===== config.mk =====
export PLATFORM = sky130hd
export DESIGN_NAME = sgm_frame_sequencer
export DESIGN_NICKNAME = d
export VERILOG_FILES = /design/src/rtl/sgm_frame_sequencer_pkg.sv /design/src/rtl/sgm_valid_pipe.sv /design/src/rtl/sgm_frame_sequencer.sv
export SDC_FILE = /design/constraint.sdc
export NUM_CORES = 1
export LEC_CHECK = 0
export CAP_MARGIN = 20
export CORE_MARGIN = 4
export CORE_UTILIZATION = 45
export CTS_CLUSTER_SIZE = 24
export DETAILED_ROUTE_END_ITERATION = 12
export PLACE_DENSITY = 0.66
export SLEW_MARGIN = 20
export SYNTH_ARGS = -nofsm -noshare
export SYNTH_HDL_FRONTEND = slang
export SYNTH_HIERARCHICAL = 1
export SYNTH_SLANG_ARGS = --single-unit

===== constraint.sdc =====
create_clock -name clk -period 2.48 [get_ports clk]
set_input_delay 0.496 -clock clk [delete_from_list [all_inputs] [get_ports clk]]
set_output_delay 0.496 -clock clk [all_outputs]
set_load 0.02 [all_outputs]

===== src/rtl/sgm_frame_sequencer_pkg.sv =====
// Shared types and constants for the SGM frame sequencer.
// It holds the sequencer state encoding, the penalty width and the current core latency.
package sgm_frame_sequencer_pkg;

    typedef enum logic [1:0] {
        IDLE  = 2'd0,
        RUN   = 2'd1,
        FLUSH = 2'd2,
        DONE  = 2'd3
    } seqState_t;

    localparam int PenaltyW       = 6;
    localparam int DefaultCoreLat = 6;

endpackage


===== src/rtl/sgm_valid_pipe.sv =====
// Enable-gated valid shift register that tracks which core pipeline slots hold real pixels.
// The top bit is the output valid. A consumed output whose slot cannot shift out is dropped with drain.
module sgm_valid_pipe #(
    parameter int Depth = 6
) (
    input  logic clk,
    input  logic rst,
    input  logic clr,
    input  logic en,
    input  logic din,
    input  logic drain,
    output logic dout
);

    logic [Depth-1:0] vld;

    // A consumed output is cleared during an input bubble so it is not delivered twice.
    always_ff @(posedge clk) begin
        if (rst || clr) begin
            vld <= '0;
        end else if (en) begin
            vld <= (vld << 1) | Depth'(din);
        end else if (drain) begin
            vld[Depth-1] <= 1'b0;
        end
    end

    assign dout = vld[Depth-1];

endmodule


===== src/rtl/sgm_frame_sequencer.sv =====
// Frame controller for the SGM aggregation core: pixel admission, edge strobes and penalty hold.
// It also tracks pipeline latency for a backpressured disparity stream and flushes at end of frame.
module sgm_frame_sequencer
    import sgm_frame_sequencer_pkg::*;
#(
    parameter int ImageW    = 640,
    parameter int ImageH    = 480,
    parameter int dispLevel = 32,
    parameter int CoreLat   = DefaultCoreLat
) (
    input  logic                clk,
    input  logic                rst,
    input  logic                start,
    input  logic [PenaltyW-1:0] cfg_p1,
    input  logic [PenaltyW-1:0] cfg_p2,
    input  logic                in_valid,
    output logic                in_ready,
    output logic                core_en,
    output logic                core_edge,
    output logic [PenaltyW-1:0] core_p1,
    output logic [PenaltyW-1:0] core_p2,
    output logic                out_valid,
    input  logic                out_ready,
    output logic                out_last,
    output logic                busy,
    output logic                frame_done
);

    localparam int XW    = $clog2(ImageW);
    localparam int YW    = $clog2(ImageH);
    localparam int FW    = $clog2(CoreLat + 1);
    localparam int OW    = $clog2(ImageW * ImageH + 1);
    localparam int Total = ImageW * ImageH;
    localparam logic [31:0] EdgeCols = 32'(dispLevel);

    seqState_t           state;
    logic [XW-1:0]       x;
    logic [YW-1:0]       y;
    logic [FW-1:0]       flushCnt;
    logic [OW-1:0]       outCnt;
    logic [PenaltyW-1:0] p1Reg;
    logic [PenaltyW-1:0] p2Reg;

    logic pipeOut;
    logic stall;
    logic accept;
    logic flushEn;
    logic handshake;
    logic startAcc;
    logic lastCol;
    logic lastRow;

    assign stall     = out_valid & ~out_ready;
    assign in_ready  = ~rst & (state == RUN) & ~stall;
    assign accept    = in_valid & in_ready;
    assign flushEn   = ~rst & (state == FLUSH) & ~stall;
    assign core_en   = accept | flushEn;
    assign core_edge = accept & (({{(32-XW){1'b0}}, x} < EdgeCols) | (y == '0));
    assign handshake = out_valid & out_ready;
    assign startAcc  = ~rst & (state == IDLE) & start;
    assign lastCol   = (x == XW'(ImageW - 1));
    assign lastRow   = (y == YW'(ImageH - 1));

    // Every output is forced low while reset is held, not only after the reset edge.
    assign out_valid  = ~rst & pipeOut;
    assign out_last   = out_valid & (outCnt == OW'(Total - 1));
    assign busy       = ~rst & (state != IDLE);
    assign frame_done = ~rst & (state == DONE);
    assign core_p1    = rst ? '0 : p1Reg;
    assign core_p2    = rst ? '0 : p2Reg;

    sgm_valid_pipe #(
        .Depth(CoreLat)
    ) u_validPipe (
        .clk  (clk),
        .rst  (rst),
        .clr  (startAcc),
        .en   (core_en),
        .din  (accept),
        .drain(handshake & ~core_en),
        .dout (pipeOut)
    );

    always_ff @(posedge clk) begin
        if (rst) begin
            state    <= IDLE;
            x        <= '0;
            y        <= '0;
            flushCnt <= '0;
            outCnt   <= '0;
            p1Reg    <= '0;
            p2Reg    <= '0;
        end else begin
            if (handshake) begin
                outCnt <= outCnt + 1'b1;
            end
            case (state)
                IDLE: begin
                    if (start) begin
                        state    <= RUN;
                        x        <= '0;
                        y        <= '0;
                        flushCnt <= '0;
                        outCnt   <= '0;
                        p1Reg    <= cfg_p1;
                        p2Reg    <= cfg_p2;
                    end
                end
                RUN: begin
                    if (accept) begin
                        if (lastCol) begin
                            x <= '0;
                            if (lastRow) begin
                                state <= FLUSH;
                            end else begin
                                y <= y + 1'b1;
                            end
                        end else begin
                            x <= x + 1'b1;
                        end
                    end
                end
                FLUSH: begin
                    // Only unstalled cycles advance the core, so only they count toward the flush.
                    if (flushEn) begin
                        if (flushCnt == FW'(CoreLat - 1)) begin
                            state    <= DONE;
                            flushCnt <= '0;
                        end else begin
                            flushCnt <= flushCnt + 1'b1;
                        end
                    end
                end
                DONE: begin
                    state <= IDLE;
                end
                default: begin
                    state <= IDLE;
                end
            endcase
        end
    end

endmodule


Word-level counts from Yosys, hierarchy flattened. Cells that the tools add are included.

Add/subtract/negate cells: 4. Multipliers: 0. Divide/modulo/power cells: 0. Magnitude comparators: 1. Equality and inequality tests: 14. Shift operators: 0. Mux-type cells: 27. Bitwise logic cells: 22. Reduce and logical (&&, ||, !) cells: 12.

Operators by type and width (number): 19-bit two-way mux (3); 9-bit two-way mux (4); 10-bit two-way mux (3); 10-bit case mux with 2 select lines (1); 19-bit by 1-bit adder with 19-bit output, second input constant (1); 19-bit equality test, second input constant (1); 9-bit case mux with 2 select lines (1); 1-bit AND (15); 2-bit two-way mux (6); 6-bit two-way mux (2); 2-bit != test, second input constant (6); 10-bit by 1-bit adder with 10-bit output, second input constant (1); 10-bit equality test, second input constant (1); 10-bit by 6-bit < comparator with 1-bit output, second input constant (1); 9-bit by 1-bit adder with 9-bit output, second input constant (1); 9-bit equality test, second input constant (1); 9-bit logical NOT (1); 3-bit two-way mux (3); 2-bit case mux with 4 select lines (1); 2-bit nonzero test (4); 6-bit by 1-bit bitwise OR with 6-bit output (1); 3-bit case mux with 2 select lines (1); 3-bit AND reduction (2); 6-bit AND reduction (1); other kinds (12) (18).

Bits in registers: 61. Latch bits: 0. RAM bits: 0. ROM bits: 0. Bits of input ports: 17. Output and inout bits: 19. Memories: 0.

Logic depth before layout (Yosys ltp).
Depth after elaboration: 11. Depth in mapped cells: 9. Depth with buffers taken out: 7.

Hierarchy. The synthesis kept the hierarchy.

Modules (own cells, without submodules): sgm_frame_sequencer (times used 1, cells each 350, area an instance 2899.0 µm², sequential area each 1101.1 µm²); sgm_valid_pipe (times used 1, cells each 22, area an instance 227.7 µm², sequential area each 120.1 µm²).

Worst setup path before layout. OpenSTA, ideal clock, no wires.

Path type: input-to-output. From: in rst. To: out out_last. Arrival time: 1.948 ns. Path slack: 0.036 ns. Cell stages on the path: 5. Buffers on the path: 1. Path through: clkbuf_1 > nor2b_1 > nor4b_1 > nand3_1 > nor3_1.

Cells in the longest elaborated chain, start to end: 3.

RTL lines: from (decl) (line sgm_frame_sequencer.sv:12) `input logic rst,`; 1-bit inverter (line sgm_frame_sequencer.sv:65) `assign out_valid = ~rst & pipeOut;`; 1-bit AND (line sgm_frame_sequencer.sv:65); net out_valid (line sgm_frame_sequencer.sv:22) `output logic out_valid,`; 1-bit AND (line sgm_frame_sequencer.sv:66) `assign out_last = out_valid & (outCnt == OW'(Total - 1));`; to (decl) (line sgm_frame_sequencer.sv:24) `output logic out_last,`.

The timed path passes the listed nets, and every way through them passes these cells.

Worst setup path in the final report.
From: in rst. To: out out_valid.

Cells in the longest elaborated chain, start to end: 2.

RTL lines (line): 1-bit inverter (sgm_frame_sequencer.sv:65); 1-bit AND (sgm_frame_sequencer.sv:65); to (decl) (sgm_frame_sequencer.sv:22).

No other way between the ends.

==> impl_metrics.toml <==
[finish]
fillerInstances = 636
layout.area.seq_mm2 = 0.001221
diodes = 0
drive_above_1_share_pct = 13.83
final_net_count = 461
post_synthesis_to_final_layout_area_growth_pct = 26.65
finish.utilization_pct = 58.61
layout.cells.non_filler = 521
multi_input_comb_area_mm2 = 0.001782
design_area_mm2 = 0.003960

[global_routing]
grt_first_pass_wirelength_mm = 12.63
grt.total_usage_pct = 18.48
antenna_violations_before_repair = 0
grt-ovfl-total = 0
first_global_vias = 2849
grt_start_max_net_pins = 23

[route]
drtAntennaViolNets = 0
via_total_after_detailed_routing = 2827
wirelength_per_cell_um = 13.81
totalWireLength_mm = 7.193
first_iter_violations = 109
post-route-drc-count = 0
first_pass_iters = 4
viasPerCell = 5.426

[sta]
rsz0062_at_grt = "no"
fmaxAchievable_mhz = 417.8
hold-worst-slack_ps = 464.5
fin_tns_setup_ps = 0
worst_slew_margin_rel_pct = 38.03
period_share_pct = 96.52
final.setup.worst_slack_ps = 86.31
finalClockSkew_ps = 6.801
timing_hold_violations_final = 0
timing.final.max_slew_violations = 0
finalSetupViolations = 0
layout_min_cycle_time_ps = 2394
worst_slew_pin_slew_ps = 929.6

[worst_setup_path]
critical_path.cell_chain = "clkdlybuf4s50_1, nor2b_1, buf_4, clkdlybuf4s50_1"
worst-setup-path-type = "in2out"
critPathArrivalTime_ps = 1900
cp_data_required_time_ps = 1980
worst_path_largest_cell_delay_ps = 590
endpoint_kind = "output pin"
crit_path_max_fanout = 4
path_buf_inv = 3
worst_setup_path_start_kind = "primary input"
critical-path-slowest-cell = "sky130_fd_sc_hd__clkdlybuf4s50_1"
worst_path_most_repeated_cell = "sky130_fd_sc_hd__clkdlybuf4s50_1"
critPathTopFamily = "buffers and inverters"

[logic_synthesis]
seq_area_frac_synth_pct = 39.06
netlist.area_leader.share_pct = 39.06
post-synth-top-area-cell = "sky130_fd_sc_hd__dfxtp_1"
synth.top_cells.by_area = "sky130_fd_sc_hd__dfxtp_1 (39%), sky130_fd_sc_hd__nor2_1 (5.4%), sky130_fd_sc_hd__a22o_1 (4.2%)"
netlist-cell-type-count = 54
synth-edff-count = 0
synth_xor_xnor_area_share_pct = 5.042
synth_compound_gate_area_share_pct = 15.45
synth_fa_ha_area_share_pct = 3.201
avgSynthCellArea_um2 = 8.405
synth_top_flop_cell = "sky130_fd_sc_hd__dfxtp_1"
synth.ff_latch_count = 61
mappedNetlistNets = 397
ys_async_sr_fraction_pct = 0
combinational_family_with_the_most_area_after_synthesis = "simple AND/OR/NAND/NOR gates"
yosys.area_share.simple_pct = 30.85
synth_area_mm2 = 0.003127
synth.area.mux_share_pct = 2.241
ys.warnings.count = 6
syn_inst = 372

[floorplan]
boundaryPins = 36
coreArea_mm2 = 0.006756
count_of_standard_cell_rows = 30
fp.dieArea_mm2 = 0.008346
dieWidth_um = 91.36
starting_density_of_the_core_pct = 46.28
dieHeight_um = 91.36

[clocking]
cts_num_sinks = 61
clkLatencyLatePin_ps = 340
worst_case_clock_buffer_depth = 2
number_of_h_tree_branching_levels = 3
postCtsSetupBuffers = 0
root_buffer = "sky130_fd_sc_hd__clkbuf_8"
tritoncts = "done"
cts.clk_slew.worst_paths_ps = 70
post_cts_hold_buffer_count = 0
cts_buffers = 9

[place]
placement.io_buffers = 35
dp_worst_setup_slack_ps = -359.5
gp_routability_congestion = 0.8597
detailed_place_hpwl_mm = 5.195
dp.cells = 505
placed_cell_area_mm2 = 0.003755

[pwr]
share_clk_of_total_power_pct = 33.9
total_switching_power_uw = 927.8
p_comb_share_pct = 29.8
irDropWorstVdd_mv = 0.4982
cell_internal_pwr_mw = 2.032
sequential_fraction_of_design_power_pct = 36.3
power.density_mw_per_mm2 = 747.4
leakagePower_nw = 1.491
finalPower_mw = 2.960
swShare_pct = 31.35

[run]
drv_cap = 0

[outcome]
run_status = "complete, no violations"

[worst_hold_path]
holdCritPathClass = "reg2reg"
## power by group through the flow
| stage | Clock [mW] | Sequential, mW | Combinational (mW) |
|---|---|---|---|
| 3_3_place_gp | 0 | 1.09 | 0.899 |
| 4_1_cts | 1.03 | 1.07 | 0.885 |
| 2_1_floorplan | 0 | 1.08 | 0.583 |
| 3_5_place_dp | 0 | 1.09 | 0.905 |
| 6_report | 1.00 | 1.08 | 0.882 |
| 5_1_grt | 1.07 | 1.08 | 0.984 |
## per-layer routing
metal  vias up  part of all wire [%]  track usage, %  wire (µm)
met5         -                     0               0          0
met4         0                   1.7           7.412        121
li1       1448                     -               -          -
met2        78                    45           29.74       3257
met3        12                   7.2           5.965        516
met1      1289                    46           22.80       3297
## worst paths after layout
| kind | slack (ps) | to | cells past startpoint | start |
|---|---|---|---|---|
| hold / removal | 460 | u_validPipe/vld[5]$_SDFFE_PP0P_ | 2 | u_validPipe/vld[4]$_SDFFE_PP0P_ |
| setup reg to reg | 240 | y[7]$_SDFFE_PP0P_ | 10 | state[1]$_SDFFE_PP0P_ |
| hold reg to reg | 460 | u_validPipe/vld[5]$_SDFFE_PP0P_ | 2 | u_validPipe/vld[4]$_SDFFE_PP0P_ |
| setup / recovery | 90 | out_valid | 4 | rst |
## worst min-delay path: stages (launching register included)
cell and delay, ps:
sky130_fd_sc_hd__dfxtp_1 310, sky130_fd_sc_hd__nand2_1 60, sky130_fd_sc_hd__a21oi_1 50
## synthesized netlist by cell type, types with 5 or more instances
cell	n
sky130_fd_sc_hd__dfxtp_1	61
sky130_fd_sc_hd__nor2_1	45
sky130_fd_sc_hd__a21oi_1	24
sky130_fd_sc_hd__nand2_1	20
sky130_fd_sc_hd__nor2b_1	20
sky130_fd_sc_hd__nand3_1	17
sky130_fd_sc_hd__a22o_1	15
sky130_fd_sc_hd__inv_1	15
sky130_fd_sc_hd__o21ai_0	15
sky130_fd_sc_hd__xnor2_1	14
sky130_fd_sc_hd__nor3_1	13
sky130_fd_sc_hd__nand4_1	11
sky130_fd_sc_hd__clkbuf_1	10
sky130_fd_sc_hd__or3_1	9
sky130_fd_sc_hd__ha_1	8
sky130_fd_sc_hd__mux2i_1	7
sky130_fd_sc_hd__nor4_1	5
## registers in the layout, summed over array words and instances, names as in the netlist
name,cells
outCnt,19
x,10
y,9
p1Reg,6
p2Reg,6
u_validPipe/vld,6
flushCnt,3
state,2
## placed cells by master, fill, tap and decap left out, types with 3 or more instances in the layout
master / synthesis / final
sky130_fd_sc_hd__xor2_1: 4 / 4
sky130_fd_sc_hd__clkbuf_2: 0 / 3
sky130_fd_sc_hd__nor3_1: 13 / 13
sky130_fd_sc_hd__dlygate4sd2_1: 0 / 15
sky130_fd_sc_hd__buf_4: 1 / 32
sky130_fd_sc_hd__o21ai_0: 15 / 15
sky130_fd_sc_hd__or3_1: 9 / 9
sky130_fd_sc_hd__dfxtp_1: 61 / 61
sky130_fd_sc_hd__nand3_1: 17 / 17
sky130_fd_sc_hd__nor2_1: 45 / 45
sky130_fd_sc_hd__clkbuf_8: 0 / 11
sky130_fd_sc_hd__inv_1: 15 / 15
sky130_fd_sc_hd__nand4_1: 11 / 11
sky130_fd_sc_hd__and3_1: 4 / 4
sky130_fd_sc_hd__ha_1: 8 / 8
sky130_fd_sc_hd__nand2b_1: 3 / 3
sky130_fd_sc_hd__clkdlybuf4s50_1: 0 / 17
sky130_fd_sc_hd__or3b_1: 3 / 3
sky130_fd_sc_hd__mux2i_1: 7 / 7
sky130_fd_sc_hd__and4_1: 4 / 4
sky130_fd_sc_hd__nor4_1: 5 / 5
sky130_fd_sc_hd__nand3b_1: 4 / 4
sky130_fd_sc_hd__a21oi_1: 24 / 24
sky130_fd_sc_hd__nand2_1: 20 / 20
sky130_fd_sc_hd__a22o_1: 15 / 15
sky130_fd_sc_hd__nor2b_1: 20 / 20
sky130_fd_sc_hd__a21o_1: 4 / 4
sky130_fd_sc_hd__xnor2_1: 14 / 14
## logic make-up (layout without fill, tap and decap cells)
kind of cell	count (synthesis)	in the layout
AOI/OAI and AO/OA	73	73
muxes	7	7
buffers and inverters	31	100
xor gates and xnor gates	18	18
adders and majority gates	8	8
and+or+nand+nor	174	174
DFF	61	61
## area by class of cell
class                   instances  share of cell area (%)
multi-input cells             280                   44.99
repair buffers                 68                   14.44
inverters                      16                   1.517
well taps                      80                   2.528
flip-flops and latches         61                   30.84
clock inverters                 4                   1.769
clock buffers                  12                   3.918
## timing repair
| action | in CTS | in global routing |
|---|---|---|
| endpoints found under the setup margin | 18 | 3 |
| pin swaps | 0 | 0 |
| resized for setup | 22 | 6 |
(Power assumes the default switching activity.)
